==> config.mk <==
export PLATFORM = sky130hd
export DESIGN_NAME = mult_seq_arbiter_flat
export DESIGN_NICKNAME = d
export VERILOG_FILES = /design/src/rtl/mult_seq_arbiter_if.sv /design/src/rtl/mult_seq_arbiter.sv /design/src/flat_wrapper.sv
export SDC_FILE = /design/constraint.sdc
export NUM_CORES = 1
export LEC_CHECK = 0
export BUFFER_PORTS_ARGS = -buffer_cell sky130_fd_sc_hd__buf_2
export CORE_AREA = 2 2 39 41
export CTS_BUF_LIST = sky130_fd_sc_hd__clkbuf_4 sky130_fd_sc_hd__clkbuf_8
export DETAILED_ROUTE_END_ITERATION = 8
export DIE_AREA = 0 0 41 43
export GPL_TIMING_DRIVEN = 0
export PLACE_DENSITY = 0.69
export SYNTH_ARGS = -nofsm -noshare
export SYNTH_HDL_FRONTEND = slang
export SYNTH_SLANG_ARGS = --single-unit
==> constraint.sdc <==
create_clock -name Clk -period 3.8 [get_ports Clk]
set_clock_uncertainty 0.15 [all_clocks]
set_input_delay 0.76 -clock Clk [delete_from_list [all_inputs] [get_ports Clk]]
set_output_delay 0.76 -clock Clk [all_outputs]
set_load 0.03 [all_outputs]
==> src/rtl/mult_seq_arbiter_if.sv <==
// rtl/mult_seq_arbiter_if.sv - request/response handshake and datapath strobe bundle for mult_seq_arbiter
interface mult_seq_arbiter_if;
  logic [1:0] Req_Valid;
  logic [1:0] Req_Ready;
  logic [1:0] Grant;
  logic       Sel;
  logic       M;
  logic       Ld_Operands;
  logic       Clr_XA;
  logic       Add;
  logic       Sub;
  logic       Shift;
  logic       Busy;
  logic [1:0] Rsp_Valid;
  logic [1:0] Rsp_Ready;

  // Sequencer side
  modport slave (
    input  Req_Valid, M, Rsp_Ready,
    output Req_Ready, Grant, Sel, Ld_Operands, Clr_XA, Add, Sub, Shift, Busy, Rsp_Valid
  );

  // Requester / datapath side
  modport master (
    output Req_Valid, M, Rsp_Ready,
    input  Req_Ready, Grant, Sel, Ld_Operands, Clr_XA, Add, Sub, Shift, Busy, Rsp_Valid
  );
endinterface

==> src/rtl/mult_seq_arbiter.sv <==
// rtl/mult_seq_arbiter.sv - two-port arbiter and shift-add multiplier sequencer
module mult_seq_arbiter #(
  parameter int WIDTH = 8
) (
  input  logic               Clk,
  input  logic               Reset_n,
  mult_seq_arbiter_if.slave  bus
);

  localparam int CW = $clog2(WIDTH);
  localparam logic [CW-1:0] LAST = CW'(WIDTH - 1);

  typedef enum logic [2:0] {
    IDLE  = 3'd0,
    LOAD  = 3'd1,
    CLEAR = 3'd2,
    TEST  = 3'd3,
    ADD   = 3'd4,
    SUB   = 3'd5,
    SHIFT = 3'd6,
    DONE  = 3'd7
  } state_t;

  state_t        state, state_nxt;
  logic [CW-1:0] iter, iter_nxt;
  logic          owner, owner_nxt;
  logic          last_served, last_served_nxt;

  logic [1:0]    owner_oh;
  logic          active;
  logic [1:0]    req_ready, grant, rsp_valid;
  logic          sel, ld, clr, add, sub, shift;

  // State, iteration counter and arbitration history registers
  always_ff @(posedge Clk or negedge Reset_n) begin
    if (!Reset_n) begin
      state       <= IDLE;
      iter        <= '0;
      owner       <= 1'b0;
      last_served <= 1'b1;
    end else begin
      state       <= state_nxt;
      iter        <= iter_nxt;
      owner       <= owner_nxt;
      last_served <= last_served_nxt;
    end
  end

  // Next-state/arbitration decision and Moore output decode from state and owner
  always_comb begin
    state_nxt       = state;
    iter_nxt        = iter;
    owner_nxt       = owner;
    last_served_nxt = last_served;
    active          = 1'b0;
    ld              = 1'b0;
    clr             = 1'b0;
    add             = 1'b0;
    sub             = 1'b0;
    shift           = 1'b0;
    owner_oh        = owner ? 2'b10 : 2'b01;

    case (state)
      IDLE: begin
        if (bus.Req_Valid != 2'b00) begin
          // Contention goes to whoever was not served last
          case (bus.Req_Valid)
            2'b01:   owner_nxt = 1'b0;
            2'b10:   owner_nxt = 1'b1;
            default: owner_nxt = ~last_served;
          endcase
          state_nxt = LOAD;
        end
      end
      LOAD: begin
        active    = 1'b1;
        ld        = 1'b1;
        iter_nxt  = '0;
        state_nxt = CLEAR;
      end
      CLEAR: begin
        active    = 1'b1;
        clr       = 1'b1;
        state_nxt = TEST;
      end
      TEST: begin
        active = 1'b1;
        if (bus.M) begin
          // The sign bit of a two's-complement multiplier carries negative weight
          state_nxt = (iter == LAST) ? SUB : ADD;
        end else begin
          state_nxt = SHIFT;
        end
      end
      ADD: begin
        active    = 1'b1;
        add       = 1'b1;
        state_nxt = SHIFT;
      end
      SUB: begin
        active    = 1'b1;
        sub       = 1'b1;
        state_nxt = SHIFT;
      end
      SHIFT: begin
        active = 1'b1;
        shift  = 1'b1;
        if (iter == LAST) begin
          state_nxt = DONE;
        end else begin
          iter_nxt  = iter + CW'(1);
          state_nxt = TEST;
        end
      end
      DONE: begin
        active = 1'b1;
        if (bus.Rsp_Ready[owner]) begin
          last_served_nxt = owner;
          state_nxt       = IDLE;
        end
      end
      default: begin
        state_nxt = IDLE;
      end
    endcase

    grant     = active ? owner_oh : 2'b00;
    sel       = active & owner;
    req_ready = (state == LOAD) ? owner_oh : 2'b00;
    rsp_valid = (state == DONE) ? owner_oh : 2'b00;
  end

  assign bus.Req_Ready   = req_ready;
  assign bus.Grant       = grant;
  assign bus.Sel         = sel;
  assign bus.Ld_Operands = ld;
  assign bus.Clr_XA      = clr;
  assign bus.Add         = add;
  assign bus.Sub         = sub;
  assign bus.Shift       = shift;
  assign bus.Busy        = active;
  assign bus.Rsp_Valid   = rsp_valid;

endmodule

==> src/flat_wrapper.sv <==
// flat-port wrapper written by rule: the top's interface ports become plain ports
module mult_seq_arbiter_flat 
#(
  parameter int WIDTH = 8
)
  (Clk, Reset_n, bus_Req_Valid, bus_M, bus_Rsp_Ready, bus_Req_Ready, bus_Grant, bus_Sel, bus_Ld_Operands, bus_Clr_XA, bus_Add, bus_Sub, bus_Shift, bus_Busy, bus_Rsp_Valid);
  mult_seq_arbiter_if bus_i ();
  input  logic Clk;
  input  logic Reset_n;
  input wire logic [$bits(bus_i.Req_Valid)-1:0] bus_Req_Valid;
  input wire logic [$bits(bus_i.M)-1:0] bus_M;
  input wire logic [$bits(bus_i.Rsp_Ready)-1:0] bus_Rsp_Ready;
  output wire logic [$bits(bus_i.Req_Ready)-1:0] bus_Req_Ready;
  output wire logic [$bits(bus_i.Grant)-1:0] bus_Grant;
  output wire logic [$bits(bus_i.Sel)-1:0] bus_Sel;
  output wire logic [$bits(bus_i.Ld_Operands)-1:0] bus_Ld_Operands;
  output wire logic [$bits(bus_i.Clr_XA)-1:0] bus_Clr_XA;
  output wire logic [$bits(bus_i.Add)-1:0] bus_Add;
  output wire logic [$bits(bus_i.Sub)-1:0] bus_Sub;
  output wire logic [$bits(bus_i.Shift)-1:0] bus_Shift;
  output wire logic [$bits(bus_i.Busy)-1:0] bus_Busy;
  output wire logic [$bits(bus_i.Rsp_Valid)-1:0] bus_Rsp_Valid;
  assign bus_i.Req_Valid = bus_Req_Valid;
  assign bus_i.M = bus_M;
  assign bus_i.Rsp_Ready = bus_Rsp_Ready;
  assign bus_Req_Ready = bus_i.Req_Ready;
  assign bus_Grant = bus_i.Grant;
  assign bus_Sel = bus_i.Sel;
  assign bus_Ld_Operands = bus_i.Ld_Operands;
  assign bus_Clr_XA = bus_i.Clr_XA;
  assign bus_Add = bus_i.Add;
  assign bus_Sub = bus_i.Sub;
  assign bus_Shift = bus_i.Shift;
  assign bus_Busy = bus_i.Busy;
  assign bus_Rsp_Valid = bus_i.Rsp_Valid;
  mult_seq_arbiter #(.WIDTH(WIDTH)) u_core (.Clk(Clk), .Reset_n(Reset_n), .bus(bus_i));
endmodule
# Word level (Yosys, flattened, before mapping)
# Cells that the tools add are included.
dict set report classes {
  n_bitwise 2
  n_eq_ne 13
  mul 0
  n_div 0
  shifts 0
  reduce_logical 9
  addsub 1
  n_lt_le_gt_ge 1
  n_mux 21
}
# op count
set op_table {}
lappend op_table {{3-bit case mux with 7 select lines} 1}
lappend op_table {{3-bit == test, second input constant} 5}
lappend op_table {{3-bit 2-to-1 mux} 5}
lappend op_table {{1-bit 2-to-1 mux} 9}
lappend op_table {{2-bit 2-to-1 mux} 4}
lappend op_table {{2-bit AND reduction} 4}
lappend op_table {{7-bit OR reduction} 1}
lappend op_table {{3-bit by 2-bit == test with 1-bit output, second input constant} 2}
lappend op_table {{3-bit case mux with 2 select lines} 1}
lappend op_table {{2-bit by 1-bit inequality test with 1-bit output, second input constant} 2}
lappend op_table {{2-bit nonzero test} 2}
lappend op_table {{3-bit by 1-bit adder with 3-bit output, second input constant} 1}
lappend op_table {{3-bit by 1-bit == test with 1-bit output, second input constant} 1}
lappend op_table {{3-bit zero test} 1}
lappend op_table {{2-bit by 1-bit == test with 1-bit output, second input constant} 1}
lappend op_table {{2-bit == test, second input constant} 1}
lappend op_table {{1-bit by 2-bit less-than comparator with 1-bit output, second input constant} 1}
lappend op_table {{2-bit inequality test, second input constant} 1}
lappend op_table {{1-bit case mux with 2 select lines} 1}
lappend op_table {{2-bit OR reduction} 1}
lappend op_table {{1-bit AND} 1}
lappend op_table {{1-bit inverter} 1}
dict set report word_totals {
  memories 0
  inputBits 7
  mem_bits_ro 0
  ram_bits 0
  latch_bits 0
  out_inout_bits 13
  reg_bits 8
}

# Depth between registers and ports, before layout
# Gate-level depths: netlist (run 1).
dict set report depth {
  word_depth 4
  depth_mapped 5
  ltp_nobuf 5
}

# Least setup slack after synthesis (run 1)
# OpenSTA, ideal clock, no wires.
dict set report synth_path {
  kind {register -> output}
  from {reg u_core.state[1]}
  to {out bus_Req_Ready[0]}
  path_slack_ns 1.519
  stages_incl_launch_ff 3
  t_arrival_ns 1.371
  n_path_buf 0
  path_cell_list {dfrtp_1 -> nor3b_2 -> and2_1}
}
dict set report synth_via {
  elab_chain_len 2
}
# element line_no
set synth_lines {}
lappend synth_lines {{start, declared} mult_seq_arbiter.sv:24} ;# state_t state, state_nxt;
lappend synth_lines {{start signal, assigned} mult_seq_arbiter.sv:42} ;# state <= state_nxt;
lappend synth_lines {{3-bit by 1-bit == test with 1-bit output} mult_seq_arbiter.sv:129} ;# req_ready = (state == LOAD) ? owner_oh : 2'b00;
lappend synth_lines {{2-bit 2-to-1 mux} mult_seq_arbiter.sv:129}
lappend synth_lines {{end, declared} flat_wrapper.sv:13} ;# output wire logic [$bits(bus_i.Req_Ready)-1:0] bus_Req_Ready;
# Every way passes these cells.

# Worst setup path after layout (run 1)
dict set report layout_path {
  from {reg u_core.state[0]}
  to {out bus_Grant[1]}
}
dict set report layout_via {
  elab_chain_len 4
  elab_cells_between_ends 10
  classes_between {7 x eq/ne; 2 x mux; 1 x reduce/logical}
}
# element line_no
set layout_lines {}
lappend layout_lines {{3-bit by 2-bit == test with 1-bit output, or another cell as far along} mult_seq_arbiter.sv:63} ;# case (state)
lappend layout_lines {{7-bit OR reduction (no source line) *} n/a}
lappend layout_lines {{1-bit 2-to-1 mux *} mult_seq_arbiter.sv:63}
lappend layout_lines {{2-bit 2-to-1 mux *} mult_seq_arbiter.sv:127} ;# grant = active ? owner_oh : 2'b00;
lappend layout_lines {{end, declared} flat_wrapper.sv:14} ;# output wire logic [$bits(bus_i.Grant)-1:0] bus_Grant;
# Mark *: on every way between the ends. The rest lies on a longest branch, timed or not.

==> results.md, run 1 <==
- Tmin final: approximately 2.6 ns
- Syn Area/Cell: approximately 9.4 sq um
- Crit start category: flip-flop
- Cell Rows: 14
- Starting Density: between 40% and 50%
- Total wire length: approximately 1200 microns
- Max Cap Viol: 0
- DR vias: 528
- Synth Flop Type: dfrtp_1
- RSZ-0062 raised after global routing: false
- Clock Pin Slew Worst Setup and Hold Paths: approximately 0.06 ns
- DPL Wire Length: approximately 940 microns
- Placeable Area: between 1000 and 1500 sq um
- Critical Path Sink Type: output pin
- Share of cells above drive strength 1: between 40% and 50%
- Maximum clock frequency: about 390 MHz
- Worst-path fanout max: 10
- Yosys cell types: 28
- Outcome: complete, no violations
- Die width: 41 microns
- Syn_nets: slightly above 70
- Die Span Y: between 40 and 50 microns
- Cells after Synth: 60
- Worst Path Arrival: ~1.7 ns
- CTS H-tree depth: 1
- Worst min path class: input pin to async pin
- I/O Pins: 20
- Critical-path top delay cell: dfrtp_1
- Register area: around 200 sq um
- Seq/Total Area, Yosys: between 30% and 40%
- Fillcell total: approximately 140
- CP Class: flip-flop to output pin
- Pwr dens: a little over 900 nW/um^2
- Synth area leader: dfrtp_1
- Total power: between 0.0006 and 0.0007 W
- Final hold vios: 0
- Cts hold-fix bufs: 0
- Nets@finish: 95
- Area share of the leading cell type in the synthesized netlist: 30.91%
- Post-synth EDFFs: 0
- Global-route usage over all layers: roughly 17%
- Max Root-Sink Buffers: 2
- Clk_lat worst skew: around 0.26 ns
- Layout Area Growth over Synthesis: 25.61%
- Worst Tran Pin Value: approximately 0.44 ns
- Drt initial violations: 8
- FF+latch count, synth: 8
- CP required: between 2 and 3 ns
- Synth warn: 0
- Leak pwr: 0.3704 nW
- Worst setup margin: 1.215 ns
- Final period utilization: approximately two thirds
- Total Die Area: 1763 sq um
- Root Buffer: clkbuf_4
- Placement Setup Slack: 1.508 ns
- CTS Buf Count: 3
- Clk sinks: 8
- Via/cell ratio: between 5 and 6
- Rel. slew slack: between 70% and 80%
- DRC viols: 0
- Mapped cell area: between 500 and 600 sq um
- Final number of setup-violating endpoints: 0
- Crit-path cells: buf_4, nor3_1, nor2_1, buf_4, buf_2
- Avg WL per Cell: about 12 microns
- Post-CTS setup buffer count: 0
- Slew Limit Fails: 0
- Most used cell, CP: buf_4
- Top area cells in the synthesized netlist: dfrtp_1 31%, ha_1 8.8%, dfstp_2 4.6%, nor2_1 4.6%, a21oi_1 4.4%
- TritonRoute pass-1 iters: 4
- Initial antenna violation count: 0
- CTS tree: done
- Fraction of registers with async set/reset: 100.0%
- Setup TNS: 0 ns
- Largest net degree at the start of global routing: 11
- List of most frequent post-synthesis cells: 7 x dfrtp_1, 7 x nor2_1, 5 x a21oi_1, 5 x inv_1, 4 x ha_1
- CP max stage delay: between 0.4 and 0.5 ns
- PortBufs: 19
- Detail Route Antenna Nets: 0
- Number of global-route vias before repair: between 400 and 500
- Congestion Overflow GR: 0
- Post-CTS Resized: 0
- First-pass GRT wire length: about 2000 microns
- Multi-input gate area: approximately 310 sq um
- Gpl congestion: between 0.7 and 0.8
- # diodes: 0
- Maximum VDD drop: between 400 and 500 uV
==> final timing paths <==
path | startpoint | end | slack [ns] | cells past startpoint
max | u_core.state[0] | bus_Grant[1] | 1.21 | 5
min | Reset_n | u_core.state[0] | 0.19 | 1
max reg2reg | u_core.iter[0] | u_core.iter[0] | 2.01 | 5
min reg2reg | u_core.iter[2] | u_core.iter[2] | 0.37 | 1
max in group asynchronous | Reset_n | u_core.last_served | 3.06 | 1
min in group Clk | u_core.iter[2] | u_core.iter[2] | 0.37 | 1
==> through the flow <==
stage	utilization, %	area (sq um)	instances	hold WS (ns)
final	51.45	711.9	99	0.1860
after global routing	51.45	711.9	99	0.1814
after CTS	51.45	711.9	99	0.1797
after detailed placement	49.28	681.9	95	0.3513
after global placement	49.28	681.9	95	0.3388
after floorplan	-	566.8	60	0.3144
==> power by group <==
group          switching [W]  internal, W
Combinational       0.000246     0.000164
Clock              0.0000298    0.0000474
Sequential         0.0000466     0.000126
==> cell usage in the layout (no fill, tap or decap) <==
| cell | instances |
|---|---|
| dfrtp_1 | 7 |
| a21oi_1 | 5 |
| dfstp_2 | 1 |
| nor2_1 | 7 |
| nor3b_2 | 1 |
| and3_2 | 1 |
| o21ai_1 | 2 |
| clkbuf_4 | 4 |
| a211o_1 | 1 |
| buf_6 | 1 |
| buf_4 | 3 |
| inv_1 | 5 |
| ha_1 | 4 |
| and4bb_1 | 1 |
| mux2_4 | 1 |
| nor3b_1 | 3 |
| nand4_1 | 2 |
| or2b_2 | 1 |
| nor2_2 | 1 |
| and2b_1 | 1 |
| nor3_1 | 2 |
| nand3_2 | 1 |
| a31oi_1 | 1 |
| nand2b_1 | 1 |
| nor4_1 | 1 |
| buf_2 | 19 |
| a41oi_1 | 1 |
| and2_1 | 2 |
| a22o_1 | 2 |
| o211a_1 | 1 |
==> metal layers <==
metal / wire length, microns / track usage [%]
met5: 0 / 0
met4: 14 / 4.000
met3: 54 / 6.283
met2: 587 / 24.69
met1: 551 / 21.82
==> critical path: cells and delay by family, from the launching register on <==
kind	cells	cell delay, ns
AND/OR/NAND/NOR	2	0.46
buffers and inverters	3	0.50
flip-flops	1	0.45
==> cell type report <==
cell class	count	share of cell area (%)
sequential	8	28.30
inverter	5	2.636
multi-input combinational	43	43.94
tap	16	2.812
buffer	4	4.745
timing repair buffer	19	13.36
clock buffer	4	4.218
==> state kept, by name (all words and copies together), names as in the netlist <==
| name | flops |
|---|---|
| u_core.last_served | 1 |
| u_core.iter | 3 |
| u_core.state | 3 |
| u_core.owner | 1 |
==> logic make-up (layout without fill, tap and decap cells) <==
logic type | after synthesis | in the layout | share of synthesized area [%]
AND/OR/NAND/NOR | 25 | 25 | 28.48
AO/OA/AOI/OAI | 13 | 13 | 15.23
flip-flops | 8 | 8 | 35.54
buffers and inverters | 9 | 32 | 9.271
adder cells (fa/ha/maj) | 4 | 4 | 8.830
multiplexers | 1 | 1 | 2.648
No activity file was read; power rests on OpenSTA's default activity.
==> inputs of run 2 (changes only) <==
--- a/config.mk
+++ b/config.mk
@@ -11,7 +11,7 @@
 export DETAILED_ROUTE_END_ITERATION = 8
 export DIE_AREA = 0 0 41 43
 export GPL_TIMING_DRIVEN = 0
-export PLACE_DENSITY = 0.69
+export PLACE_DENSITY = 0.72
 export SYNTH_ARGS = -nofsm -noshare
 export SYNTH_HDL_FRONTEND = slang
 export SYNTH_SLANG_ARGS = --single-unit
==> constraint.sdc (replaced) <==
create_clock -name Clk -period 2.35 [get_ports Clk]
set_clock_uncertainty 0.15 [all_clocks]
set_input_delay 0.47 -clock Clk [delete_from_list [all_inputs] [get_ports Clk]]
set_output_delay 0.47 -clock Clk [all_outputs]
set_load 0.03 [all_outputs]
==> results.md, run 2 (synthesized netlist as in run 1, its figures left out) <==
- Outcome: complete, no violations
- CP max stage delay: a little over 0.4 ns
- Post-CTS setup buffer count: 0
- Worst Tran Pin Value: 0.3911 ns
- Clk pwr share: between 10% and 20%
- Placeable Area: roughly 1400 sq um
- Avg WL per Cell: 12.86 microns
- Die width: around 41 microns
- TritonRoute pass-1 iters: 2
- Most used cell, CP: buf_4
- # diodes: 0
- Worst min path class: flip-flop to flip-flop
- Tmin final: about 2.2 ns
- DR vias: roughly 520
- Via/cell ratio: ~5.2
- Setup TNS: 0 ns
- Rel. slew slack: about three quarters
- Clk sinks: 8
- RSZ-0062 raised after global routing: false
- Critical Path Sink Type: output pin
- Clock Pin Slew Worst Setup and Hold Paths: roughly 0.07 ns
- Gpl congestion: 0.6964
- I/O Pins: 20
- First-pass GRT wire length: roughly 2000 microns
- Total wire length: between 1000 and 1500 microns
- Most frequent cells in the layout: 19 x buf_2, 7 x nor2_1, 7 x dfrtp_1, 5 x inv_1, 5 x a21oi_1
- Drt initial violations: 5
- Leak pwr: 0.3753 nW
- Internal power: roughly 0.00055 W
- R2R Setup Slk: roughly 0.56 ns
- Final period utilization: 91.56%
- Switching Fraction: between 40% and 50%
- Global-route usage over all layers: about 16%
- Root Buffer: clkbuf_4
- Sw power: 0.0005362 W
- Met1 usage: between 15 and 20%
- DPL Wire Length: roughly 1000 microns
- CP required: roughly 1.7 ns
- DRC viols: 0
- Largest net degree at the start of global routing: 11
- Worst-path fanout max: 10
- Commonest non-fill, non-tap cell in the layout: buf_2
- Detail Route Antenna Nets: 0
- Share of cells above drive strength 1: a little over two fifths
- Layout Area Growth over Synthesis: 28.26%
- Starting Density: between 40% and 50%
- Maximum VDD drop: ~590 uV
- Comb pwr share: between 60% and 70%
- Max Cap Viol: 0
- Clk_lat worst skew: around 0.27 ns
- Final hold vios: 0
- Maximum clock frequency: 464.7 MHz
- Met2 usage: around 28%
- Pwr dens: 1490 nW/um^2
- Total Die Area: ~1800 sq um
- Placed cell area: 681.9 sq um
- CP delay by family, top: buffers and inverters
- Worst setup margin: ~0.2 ns
- Max Root-Sink Buffers: 2
- Largest regs: u_core.iter (3), u_core.state (3)
- CTS Buf Count: 3
- CTS tree: done
- Crit-path cells: buf_4, nor3_2, nor2_1, buf_4, buf_2
- Final Util: a little over half
- CP Class: flip-flop to output pin
- Met3 usage: 6.283%
- Critical-path top delay cell: dfrtp_1
- Worst Path Arrival: approximately 1.5 ns
- CTS H-tree depth: 1
- Slew Limit Fails: 0
- CP Buf/Inv Count: 3
- Total power: ~0.0011 W
- Final number of setup-violating endpoints: 0
- Final Instance Area: between 700 and 800 sq um
- Placement Setup Slack: around 0.36 ns
- Nets@finish: 96
- Die Span Y: 43 microns
- Crit start category: flip-flop
- Number of global-route vias before repair: between 400 and 500
- Cell Rows: 14
- Reg power frac: a little over a quarter
- PortBufs: 19
- Initial antenna violation count: 0
- Congestion Overflow GR: 0
- Gr busiest metal: met2
## run 2: changes by cell type in the layout (fill, tap and decap cells not counted)
cell	before	now
dlygate4sd3_1	0	1
nor3_1	2	1
nor3_2	0	1
## run 2: what timing repair did
item / CTS / global route
endpoints found under the setup margin: 0 / 1
hold endpoints to repair: 7 / 0
hold buffers: 1 / 0
resized for setup: 0 / 1
## run 2: layout make-up
cell class | instances | area, sq um
flip-flops and latches | 8 | 201.4
plain buffers | 4 | 33.78
well taps | 16 | 20.02
fillers | 144 | 656.9
clock buffers | 4 | 30.03
inverters | 5 | 18.77
repair buffers | 20 | 105.1
multi-input cells | 43 | 317.8
## run 2: worst paths after layout
path / from / end / depth (start not counted)
min in group asynchronous: Reset_n / u_core.iter[2] / 2
hold / removal: u_core.iter[1] / u_core.iter[1] / 1
hold reg to reg: u_core.iter[1] / u_core.iter[1] / 1
max in group asynchronous: Reset_n / u_core.last_served / 2
setup reg to reg: u_core.iter[0] / u_core.iter[0] / 5
setup / recovery: u_core.state[2] / bus_Grant[1] / 5
## run 2: layer usage
metal / routed length, microns / vias to the layer above
met5: 0 / -
met4: 0 / 0
met3: 54 / 0
met2: 682 / 9
met1: 549 / 254
li1: - / 260
## run 2: per-stage QoR
stage	instances	hold WS, ns
after floorplan	60	0.02441
after global placement	95	0.1653
after global routing	100	0.3607
after detailed placement	95	0.1725
after CTS	100	0.3523
final	100	0.3521
## run 2: power groups by stage
stage	Sequential (W)	Clock (W)	Combinational, W
3_5_place_dp	0.000281	0	0.000666
4_1_cts	0.000279	0.000130	0.000672
6_report	0.000282	0.000129	0.000672
2_1_floorplan	0.000261	0	0.000524
5_1_grt	0.000292	0.000136	0.000731
3_3_place_gp	0.000276	0	0.000649
==> inputs of run 3 (changes only) <==
--- a/config.mk
+++ b/config.mk
@@ -12,6 +12,7 @@
 export DIE_AREA = 0 0 41 43
 export GPL_TIMING_DRIVEN = 0
 export PLACE_DENSITY = 0.72
+export RECOVER_POWER = 25
 export SYNTH_ARGS = -nofsm -noshare
 export SYNTH_HDL_FRONTEND = slang
 export SYNTH_SLANG_ARGS = --single-unit
==> results.md, run 3 (synthesized netlist as in run 1, its figures left out) <==
- Largest regs: u_core.iter (3), u_core.state (3)
- Root Buffer: clkbuf_4
- Starting Density: around two fifths
- Final number of setup-violating endpoints: 0
- Setup TNS: 0 ns
- Total power: around 0.0011 W
- CP required: ~1.7 ns
- Maximum clock frequency: around 460 MHz
- CTS tree: done
- Drt initial violations: 5
- Sw power: around 0.00054 W
- First-pass GRT wire length: between 1500 and 2000 microns
- DPL Wire Length: about 1000 microns
- Met3 usage: roughly 6.3%
- CTS H-tree depth: 1
- Max Root-Sink Buffers: 2
- TritonRoute pass-1 iters: 2
- Most frequent cells in the layout: 18 x buf_2, 7 x nor2_1, 7 x dfrtp_1, 5 x inv_1, 5 x a21oi_1
- # diodes: 0
- Via/cell ratio: 5.230
- Leak pwr: between 0.3 and 0.4 nW
- Congestion Overflow GR: 0
- Detail Route Antenna Nets: 0
- Pwr dens: 1492 nW/um^2
- DR vias: about 520
- Switching Fraction: between 40% and 50%
- Final Util: a little over half
- Comb pwr share: ~62%
- CP Class: flip-flop to output pin
- Nets@finish: 96
- Worst min path class: flip-flop to flip-flop
- Total wire length: approximately 1300 microns
- Worst Path Arrival: around 1.5 ns
- Avg WL per Cell: roughly 13 microns
- Clock Pin Slew Worst Setup and Hold Paths: about 0.07 ns
- Die Span Y: about 43 microns
- Max Cap Viol: 0
- Worst-path fanout max: 10
- Layout Cells excl Fill: 100
- Worst setup margin: 0.1983 ns
- I/O Pins: 20
- Fillcell total: between 100 and 150
- CTS Buf Count: 3
- Tmin final: approximately 2.2 ns
- Placement Setup Slack: around 0.36 ns
- Clk_lat worst skew: 0.27 ns
- Met1 usage: between 15 and 20%
- Worst Tran Pin Value: about 0.43 ns
- Internal power: roughly 0.00055 W
- Total Die Area: 1763 sq um
- Clk sinks: 8
- Clk pwr share: about an eighth
- RSZ-0062 raised after global routing: false
- Maximum VDD drop: between 500 and 600 uV
- Number of global-route vias before repair: approximately 480
- Rel. slew slack: 71.17%
- Die width: ~41 microns
- Post-CTS setup buffer count: 0
- Reg power frac: a little over a quarter
- Gpl congestion: a little under 0.7
- Final hold vios: 0
- PortBufs: 19
- Critical Path Sink Type: output pin
- Met2 usage: 28.44%
- Commonest non-fill, non-tap cell in the layout: buf_2
- Cell Rows: 14
- Layout Area Growth over Synthesis: 28.04%
- Gr busiest metal: met2
- Share of cells above drive strength 1: 40.48%
- Slew Limit Fails: 0
- Final period utilization: 91.56%
- Largest net degree at the start of global routing: 11
- Placeable Area: ~1400 sq um
- Initial antenna violation count: 0
- Global-route usage over all layers: around 16%
- Outcome: complete, no violations
- Placed cell count: 95
- DRC viols: 0
- Crit start category: flip-flop
run 3: cell types whose count changed in the layout (fill, tap and decap cells not counted), sizes merged:
cell,change
buf,-1
clkbuf,+1
run 3: metal layers:
metal,vias to the layer above,part of all wire (%)
met5,-,0
met4,0,0
met3,0,4.2
met2,9,53
met1,254,43
li1,260,-
run 3: final timing paths:
path	start	to	slack, ns	depth (start not counted)
setup / recovery	u_core.state[2]	bus_Grant[1]	0.20	5
hold / removal	u_core.iter[1]	u_core.iter[1]	0.35	1
setup reg to reg	u_core.iter[0]	u_core.iter[0]	0.56	5
hold reg to reg	u_core.iter[1]	u_core.iter[1]	0.35	1
max in group asynchronous	Reset_n	u_core.last_served	1.20	2
min in group asynchronous	Reset_n	u_core.iter[2]	0.49	2
run 3: critical path: stages, from the launching register on:
cell and delay, ns:
dfrtp_1 0.41, buf_4 0.18, nor3_2 0.28, nor2_1 0.09
buf_4 0.13, buf_2 0.16
run 3: repair_timing:
item                       CTS  global route
gates resized for setup      0             1
hold buffers                 1             0
setup endpoints to repair    0             1
hold endpoints to repair     7             0
run 3: layout make-up:
| type | count | area (sq um) | area share, % |
|---|---|---|---|
| Inverter | 5 | 18.77 | 2.586 |
| Buffer | 4 | 33.78 | 4.655 |
| Timing Repair Buffer | 20 | 103.9 | 14.31 |
| Tap cell | 16 | 20.02 | 2.759 |
| Multi-Input combinational cell | 43 | 317.8 | 43.79 |
| Sequential cell | 8 | 201.4 | 27.76 |
| Clock buffer | 4 | 30.03 | 4.138 |
run 3: per-stage QoR:
stage	hold WS, ns	cell area (sq um)
2_1_floorplan	0.02441	566.8
5_1_grt	0.3607	725.7
4_1_cts	0.3523	721.9
6_report	0.3521	725.7
3_5_place_dp	0.1725	681.9
3_3_place_gp	0.1653	681.9
run 3: power by group through the flow:
stage | Clock [W] | Sequential, W | Combinational, W
final | 0.000129 | 0.000282 | 0.000672
after detailed placement | 0 | 0.000281 | 0.000666
after global placement | 0 | 0.000276 | 0.000649
after global routing | 0.000136 | 0.000292 | 0.000730
after CTS | 0.000130 | 0.000279 | 0.000672
after floorplan | 0 | 0.000261 | 0.000524
